<file path="src/rtl/wb_stage.sv">
// Writeback stage: one-entry stage register feeding a 64-bit register file with
// bypassed read ports, a retired-instruction counter and a run/drain/halt controller.
module wb_stage #(
  parameter int unsigned XLEN  = 64,
  parameter int unsigned NREG  = 32,
  parameter int unsigned CNT_W = 64
) (
  input  logic             clock,
  input  logic             reset,
  input  logic             valid_i,
  input  logic             wen_i,
  input  logic [4:0]       rd_i,
  input  logic [XLEN-1:0]  wdata_i,
  input  logic [63:0]      pc_i,
  input  logic             exit_i,
  output logic             ready_o,
  input  logic [4:0]       rs1_i,
  input  logic [4:0]       rs2_i,
  output logic [XLEN-1:0]  rdata1_o,
  output logic [XLEN-1:0]  rdata2_o,
  output logic             commit_valid_o,
  output logic [63:0]      commit_pc_o,
  output logic [4:0]       commit_rd_o,
  output logic [XLEN-1:0]  commit_wdata_o,
  output logic [CNT_W-1:0] retired_o,
  output logic             halted_o,
  output logic [XLEN-1:0]  exit_code_o,
  output logic [63:0]      exit_pc_o
);

  typedef enum logic [1:0] {
    ST_RUN,
    ST_DRAIN,
    ST_HALTED
  } state_t;

  state_t            r_state;
  state_t            w_state_nxt;

  logic              r_s_valid;
  logic              r_s_wen;
  logic [4:0]        r_s_rd;
  logic [XLEN-1:0]   r_s_wdata;
  logic [63:0]       r_s_pc;

  logic [XLEN-1:0]   r_regs [NREG];
  logic [CNT_W-1:0]  r_retired;
  logic [XLEN-1:0]   r_exit_code;
  logic [63:0]       r_exit_pc;

  logic              w_ready;
  logic              w_accept;
  logic              w_write;
  logic [XLEN-1:0]   w_rdata1;
  logic [XLEN-1:0]   w_rdata2;

  assign w_ready  = (r_state == ST_RUN);
  assign w_accept = valid_i && w_ready;
  assign w_write  = r_s_valid && r_s_wen && (r_s_rd != '0);

  always_ff @(posedge clock or negedge reset) begin
    if (!reset) r_state <= ST_RUN;
    else        r_state <= w_state_nxt;
  end

  // DRAIN lasts exactly one cycle: the exit bundle is always staged while in it.
  always_comb begin
    w_state_nxt = r_state;
    case (r_state)
      ST_RUN:    if (w_accept && exit_i) w_state_nxt = ST_DRAIN;
      ST_DRAIN:  w_state_nxt = ST_HALTED;
      ST_HALTED: w_state_nxt = ST_HALTED;
      default:   w_state_nxt = ST_RUN;
    endcase
  end

  always_ff @(posedge clock or negedge reset) begin
    if (!reset) begin
      r_s_valid <= 1'b0;
      r_s_wen   <= 1'b0;
      r_s_rd    <= '0;
      r_s_wdata <= '0;
      r_s_pc    <= '0;
    end else begin
      r_s_valid <= w_accept;
      if (w_accept) begin
        r_s_wen   <= wen_i;
        r_s_rd    <= rd_i;
        r_s_wdata <= wdata_i;
        r_s_pc    <= pc_i;
      end
    end
  end

  always_ff @(posedge clock or negedge reset) begin
    if (!reset) begin
      for (int unsigned i = 0; i < NREG; i++) r_regs[i] <= '0;
    end else if (w_write) begin
      r_regs[r_s_rd] <= r_s_wdata;
    end
  end

  always_ff @(posedge clock or negedge reset) begin
    if (!reset) begin
      r_retired   <= '0;
      r_exit_code <= '0;
      r_exit_pc   <= '0;
    end else begin
      if (r_s_valid) r_retired <= r_retired + CNT_W'(1);
      // Exit code is x10 as it stands after this commit, so forward the write.
      if (r_state == ST_DRAIN && r_s_valid) begin
        r_exit_pc   <= r_s_pc;
        r_exit_code <= (w_write && r_s_rd == 5'd10) ? r_s_wdata : r_regs[10];
      end
    end
  end

  always_comb begin
    w_rdata1 = '0;
    w_rdata2 = '0;
    if (rs1_i != '0) w_rdata1 = (w_write && r_s_rd == rs1_i) ? r_s_wdata : r_regs[rs1_i];
    if (rs2_i != '0) w_rdata2 = (w_write && r_s_rd == rs2_i) ? r_s_wdata : r_regs[rs2_i];
  end

  assign ready_o        = w_ready;
  assign rdata1_o       = w_rdata1;
  assign rdata2_o       = w_rdata2;
  assign commit_valid_o = r_s_valid;
  assign commit_pc_o    = r_s_pc;
  assign commit_rd_o    = w_write ? r_s_rd : '0;
  assign commit_wdata_o = w_write ? r_s_wdata : '0;
  assign retired_o      = r_retired;
  assign halted_o       = (r_state == ST_HALTED);
  assign exit_code_o    = r_exit_code;
  assign exit_pc_o      = r_exit_pc;

endmodule

</file>
<file path="config.mk">
export PLATFORM = sky130hd
export DESIGN_NAME = wb_stage
export DESIGN_NICKNAME = d
export VERILOG_FILES = /design/src/rtl/wb_stage.sv
export SDC_FILE = /design/constraint.sdc
export NUM_CORES = 2
export LEC_CHECK = 0
export BUFFER_PORTS_ARGS = -buffer_cell sky130_fd_sc_hd__buf_4
export CAP_MARGIN = 15
export CORE_ASPECT_RATIO = 1.25
export CORE_UTILIZATION = 55
export DETAILED_ROUTE_END_ITERATION = 8
export PLACE_DENSITY = 0.73
export SYNTH_ARGS = -nofsm -noshare
export SYNTH_HDL_FRONTEND = slang
export SYNTH_SLANG_ARGS = --single-unit
</file>
<file path="constraint.sdc">
create_clock -name clock -period 3.7 [get_ports clock]
set_clock_uncertainty 0.1 [all_clocks]
set_input_delay 0.555 -clock clock [delete_from_list [all_inputs] [get_ports clock]]
set_output_delay 0.555 -clock clock [all_outputs]
set_load 0.01 [all_outputs]
</file>
# Word level (Yosys, flattened, before mapping)
# Index checks and enable logic that the tools add are counted.
dict set report classes {
  add_sub_neg 1
  mul 0
  div_mod_pow 0
  magnitude_cmp 4
  n_eq_ne 6
  n_shift 0
  mux 18
  n_bitwise 3
  reduce_logical 14
}
# op n
set op_table {}
lappend op_table {{2048-bit bitwise mux} 1}
lappend op_table {{64-bit two-way mux} 11}
lappend op_table {{64-bit binary-select mux with 5-bit select} 2}
lappend op_table {{64-bit demux with 5-bit select} 1}
lappend op_table {{64-bit by 1-bit adder with 64-bit output (second input constant)} 1}
lappend op_table {{6-bit >= comparator (second input constant)} 3}
lappend op_table {{5-bit inverter with 6-bit output} 3}
lappend op_table {{5-bit nonzero test} 3}
lappend op_table {{5-bit == test} 2}
lappend op_table {{1-bit logical AND} 9}
lappend op_table {{6-bit by 1-bit < comparator with 1-bit output (second input constant)} 1}
lappend op_table {{5-bit by 4-bit == test with 1-bit output (second input constant)} 1}
lappend op_table {{5-bit two-way mux} 1}
lappend op_table {{2-bit one-hot mux with 2 select lines} 1}
lappend op_table {{2-bit by 1-bit == test with 1-bit output (second input constant)} 1}
lappend op_table {{2-bit == test (second input constant)} 1}
lappend op_table {{2-bit logical NOT} 1}
lappend op_table {{2-bit two-way mux} 1}
lappend op_table {{2-bit by 1-bit != test with 1-bit output (second input constant)} 1}
lappend op_table {{2-bit OR reduction} 1}
dict set report word_totals {
  reg_bits 2377
  latch_bits 0
  ramBits 0
  rom_bits 0
  input_bits 148
  output_inout_bits 456
  word_cells 87
  mem_count 0
}

# Logic depth before layout (Yosys ltp)
dict set report depth {
  ltp_word 6
  ltp_mapped 10
  depth_no_buf 6
}

# Worst setup path after synthesis
# Ideal clock, no wire load.
dict set report synth_timing {
  path_type {input-to-output}
  from {in rs2_i[0]}
  to {out rdata2_o[27]}
  t_arrival_ns 2.213
  required_ns 3.045
  path_slack_ns 0.832
  path_stages 7
  n_path_buf 3
  cell_sequence {buf_4 buf_6 buf_2 mux4_2 o211ai_1 nand4_1 mux2_2}
}
dict set report synth_between {
  elab_chain_len 6
  word_cells_on_any_way 9
}
# element line
set synth_rtl {}
lappend synth_rtl {{from (decl)} 18} ;# input logic [4:0] rs2_i,
lappend synth_rtl {{5-bit inverter with 6-bit output (implied by the code)} 122} ;# if (rs2_i != '0) w_rdata2 = (w_write && r_s_rd == rs2_i) ? r_s_wdata : r_regs[rs2_i];
lappend synth_rtl {{64-bit binary-select mux with 5-bit select} 122}
lappend synth_rtl {{64-bit two-way mux (implied by the code) (2 in a row)} 122}
lappend synth_rtl {{64-bit two-way mux} 122}
lappend synth_rtl {{64-bit two-way mux *} 122}
lappend synth_rtl {{to (decl)} 20} ;# output logic [XLEN-1:0] rdata2_o,
# Every way passes the cells marked *; elsewhere a longest branch is shown, timed or not. The select of a mux whose other input is x is not followed.

# Final worst setup path
dict set report layout_timing {
  from {reg r_s_rd[3]}
  to {out rdata1_o[10]}
}
dict set report layout_between {
  elab_chain_len 5
  word_cells_on_any_way 6
}
# element line
set layout_rtl {}
lappend layout_rtl {{from (decl)} 42} ;# logic [4:0] r_s_rd;
lappend layout_rtl {{from (signal assigned)} 88} ;# r_s_rd <= rd_i;
lappend layout_rtl {{5-bit nonzero test} 59} ;# assign w_write = r_s_valid && r_s_wen && (r_s_rd != '0);
lappend layout_rtl {{1-bit logical AND} 59}
lappend layout_rtl {{1-bit logical AND *} 121} ;# if (rs1_i != '0) w_rdata1 = (w_write && r_s_rd == rs1_i) ? r_s_wdata : r_regs[rs1_i];
lappend layout_rtl {{64-bit two-way mux * (2 in a row)} 121}
lappend layout_rtl {{to (decl)} 19} ;# output logic [XLEN-1:0] rdata1_o,
# Every way passes the cells marked *; elsewhere a longest branch is shown, timed or not.

==> results.sh <==
export IMPL_outcome="finished, violations left"
export IMPL_failed_checks="setup timing"
export IMPL_hold_viol=0
export IMPL_ys_warn_count=0
export IMPL_dp_hpwl_um=300000
export IMPL_grt_first_pass_wirelength_um=666000
export IMPL_worst_slack_ps=-263
export IMPL_clock_pin_slew_worst_setup_and_hold_paths_ps=60
export IMPL_worst_setup_path_type="register to primary output"
export IMPL_cts_root_buffer_cell="sky130_fd_sc_hd__clkbuf_16"
export IMPL_synth_top_area_share_pct=48.4
export IMPL_grt_max_degree=164
export IMPL_finish_instance_area_um2=146000
export IMPL_post_synth_main_area_contributors="sky130_fd_sc_hd__dfrtp_1 48%, sky130_fd_sc_hd__mux2_2 20%, sky130_fd_sc_hd__mux4_2 16%, sky130_fd_sc_hd__mux2i_1 2.5%, sky130_fd_sc_hd__buf_2 1.3%"
export IMPL_tritoncts="yes"
export IMPL_worstHoldPathType="input port to register"
export IMPL_post_synth_top_count_cell="sky130_fd_sc_hd__dfrtp_1"
export IMPL_power_density_nw_per_um2=721
export IMPL_clock_buffers_created_by_tritoncts=240
export IMPL_route_detailed_vias_per_inst=7.21
export IMPL_fin_nets=9387
export IMPL_floorplan_initialDensity_pct=55.4
export IMPL_crit_path_max_fanout=8
export IMPL_postPlaceCellArea_um2=134000
export IMPL_setup_violations=101
export IMPL_cap_viol_max_count=0
export IMPL_place_congestion=0.971
export IMPL_stdcell_count=12379
export IMPL_netlist_area_um2=123000
export IMPL_detailroute_via_count=89231
export IMPL_drt_first_iter_violations=10930
export IMPL_total_leakage_power_uw=0.0684
export IMPL_drc=0
export IMPL_post_synth_edffs=0
export IMPL_grt_util_all_layers_pct=41.2
export IMPL_clock_sinks=2377
export IMPL_drt_pre_antenna_iters=9
export IMPL_yosys_most_used_dff="sky130_fd_sc_hd__dfrtp_1"
export IMPL_top_level_ports=604
export IMPL_maxSlewViolCount=0
export IMPL_grt_remaining_overflow=0
export IMPL_die_height_um=530
export IMPL_clk_latency_ps=960
export IMPL_crit_arrival_ps=3310
export IMPL_required_ps=3040
export IMPL_floorplan_die_width_um=425
export IMPL_crit_path_start_kind="register"
export IMPL_synthDominantAreaCellType="sky130_fd_sc_hd__dfrtp_1"
export IMPL_syn_to_final_growth_pct=19.0
export IMPL_worst_ir_drop_vdd_mv=0.608
export IMPL_worst_slew_pin_slew_ps=1210
export IMPL_share_of_the_clock_period_used_by_the_worst_path_after_layout_pct=107
export IMPL_core_um2=222000
export IMPL_number_of_levels_in_the_clock_h_tree=4
export IMPL_clock_fmax_mhz=252
export IMPL_number_of_placed_instances_taps_included=11724
export IMPL_finish_utilization_pct=66.0
export IMPL_critical_path_endpoint_type="primary output"
export IMPL_number_of_antenna_violations_at_the_first_check_in_global_routing=33
export IMPL_ys_seq_elements=2377
export IMPL_synth_top_cells_by_count="2377 x sky130_fd_sc_hd__dfrtp_1, 2167 x sky130_fd_sc_hd__mux2_2, 884 x sky130_fd_sc_hd__mux4_2, 428 x sky130_fd_sc_hd__clkbuf_1, 329 x sky130_fd_sc_hd__buf_2"
export IMPL_grt_setup_unrepaired="true"
export IMPL_layout_drive_gt1_share_pct=53.4
export IMPL_async_flop_share_pct=100
export IMPL_ys_types=80
export IMPL_number_of_nets_with_antenna_violations_after_detailed_routing=0
export IMPL_deepest_clock_path_buffer_count=4
export IMPL_routed_wirelength_um=471000
export IMPL_average_cell_area_after_synthesis_um2=14.6
export IMPL_portBuffers=603
export IMPL_grt_pass1_vias=91531
export IMPL_timing_slew_headroom_pct=19.2
export IMPL_core_rowCount=193
export IMPL_finalCriticalPeriod_ps=3960
export IMPL_full_die_area_um2=225000
export IMPL_synth_seq_area_share_pct=48.4
export IMPL_post_drt_wl_per_cell_um=38.0
export IMPL_mappedNetlistNets=8585
export IMPL_syn_inst=8432
[logic make-up after synthesis]
family / share of synthesized area (%)
muxes: 39.6
AOI/OAI and AO/OA: 4.49
adders and majority gates: 0.0509
DFF: 48.4
and+or+nand+nor: 3.19
xor gates and xnor gates: 0.520
buffers and inverters: 3.70
[stage by stage]
step	power, uW	hold WS (ps)	setup WS (ps)	setup TNS, ps
2_1_floorplan	64600	159	832	0
3_3_place_gp	75900	276	-206	-1410
3_5_place_dp	78000	282	-209	-1310
4_1_cts	104000	4.52	-171	-4940
5_1_grt	109000	26.9	-241	-14030
6_report	105000	27.5	-263	-10920
[final cells by class]
cell class              count  area (um^2)
clock inverters            75         1070
fillers                 15401        75400
inverters                  17         67.6
diodes                     38         95.1
repair buffers           1474        14500
flip-flops and latches   2377        59500
multi-input cells        5124        60300
clock buffers             349         7060
well taps                2925         3660
[routing by layer]
layer  share of wire (%)  routed length, um  GRT usage, %
met5               0.044                208             0
met3                  12              56200          13.2
met1                  34             159000          49.5
met4                 9.2              43400          31.9
met2                  45             211000          61.8
[sequential cells by signal (all words and copies together), names as in the netlist]
register and count:
commit_pc_o 64, commit_valid_o 1, exit_code_o 64, exit_pc_o 64, r_regs 2048, r_s_rd 5
r_s_wdata 64, r_s_wen 1, r_state 2, retired_o 64
[timing repair]
| action | 4_1_cts | 5_1_grt |
|---|---|---|
| hold buffers | 135 | 0 |
| setup endpoints to repair | 87 | 99 |
| gates cloned | 3 | 11 |
| setup buffers | 37 | 19 |
| pin swaps | 32 | 29 |
| resized for setup | 205 | 176 |
| endpoints found under the hold margin | 674 | 0 |
[final timing paths]
| kind | startpoint | endpoint | cells after the start | slack (ps) |
|---|---|---|---|---|
| worst min-delay path | valid_i | r_state[1] | 3 | 30 |
| max in group asynchronous | reset | r_regs[294] | 4 | 1920 |
| worst max register to register | r_s_rd[2] | r_regs[1005] | 7 | 480 |
| worst min register to register | r_regs[2020] | r_regs[2020] | 0 | 290 |
| worst max-delay path | r_s_rd[3] | rdata1_o[10] | 8 | -260 |
| min in group asynchronous | reset | r_regs[986] | 2 | 90 |
[critical path, cell delays in order (launching register included)]
cell                       delay (ps)
sky130_fd_sc_hd__dfrtp_2          470
sky130_fd_sc_hd__xnor2_1          260
sky130_fd_sc_hd__nand2_2          140
sky130_fd_sc_hd__or4_4            550
sky130_fd_sc_hd__buf_12           180
sky130_fd_sc_hd__buf_16           180
sky130_fd_sc_hd__nand3_2           90
sky130_fd_sc_hd__o211ai_1         260
sky130_fd_sc_hd__buf_4            250
[cell usage in the layout (no fill, tap or decap), types with 23 or more instances in the layout]
master / instances
sky130_fd_sc_hd__nand4_1: 25
sky130_fd_sc_hd__nor3_1: 95
sky130_fd_sc_hd__nand2_1: 113
sky130_fd_sc_hd__nor2_1: 174
sky130_fd_sc_hd__mux4_2: 884
sky130_fd_sc_hd__and2_1: 68
sky130_fd_sc_hd__bufinv_16: 23
sky130_fd_sc_hd__buf_4: 1058
sky130_fd_sc_hd__o21ai_2: 33
sky130_fd_sc_hd__o211ai_1: 27
sky130_fd_sc_hd__dlygate4sd3_1: 135
sky130_fd_sc_hd__nor2_4: 31
sky130_fd_sc_hd__a221oi_1: 68
sky130_fd_sc_hd__buf_6: 51
sky130_fd_sc_hd__xor2_1: 42
sky130_fd_sc_hd__nand3_1: 42
sky130_fd_sc_hd__dfrtp_1: 2370
sky130_fd_sc_hd__xnor2_1: 29
sky130_fd_sc_hd__o21ai_0: 96
sky130_fd_sc_hd__diode_2: 38
sky130_fd_sc_hd__a22oi_1: 102
sky130_fd_sc_hd__o22ai_1: 139
sky130_fd_sc_hd__clkbuf_1: 46
sky130_fd_sc_hd__a22o_1: 38
sky130_fd_sc_hd__mux2_2: 2166
sky130_fd_sc_hd__clkbuf_16: 249
sky130_fd_sc_hd__clkinv_2: 39
sky130_fd_sc_hd__mux2i_1: 301
sky130_fd_sc_hd__a221o_1: 32
sky130_fd_sc_hd__clkbuf_8: 63
sky130_fd_sc_hd__o21ai_1: 42
sky130_fd_sc_hd__a21oi_1: 67
sky130_fd_sc_hd__buf_12: 199
sky130_fd_sc_hd__mux2_1: 123
[power breakdown]
| group | switching [uW] | internal, uW |
|---|---|---|
| registers | 9990 | 36400 |
| clock network | 10900 | 14800 |
| logic | 14300 | 19100 |
Power figures use the tool's default switching activity.
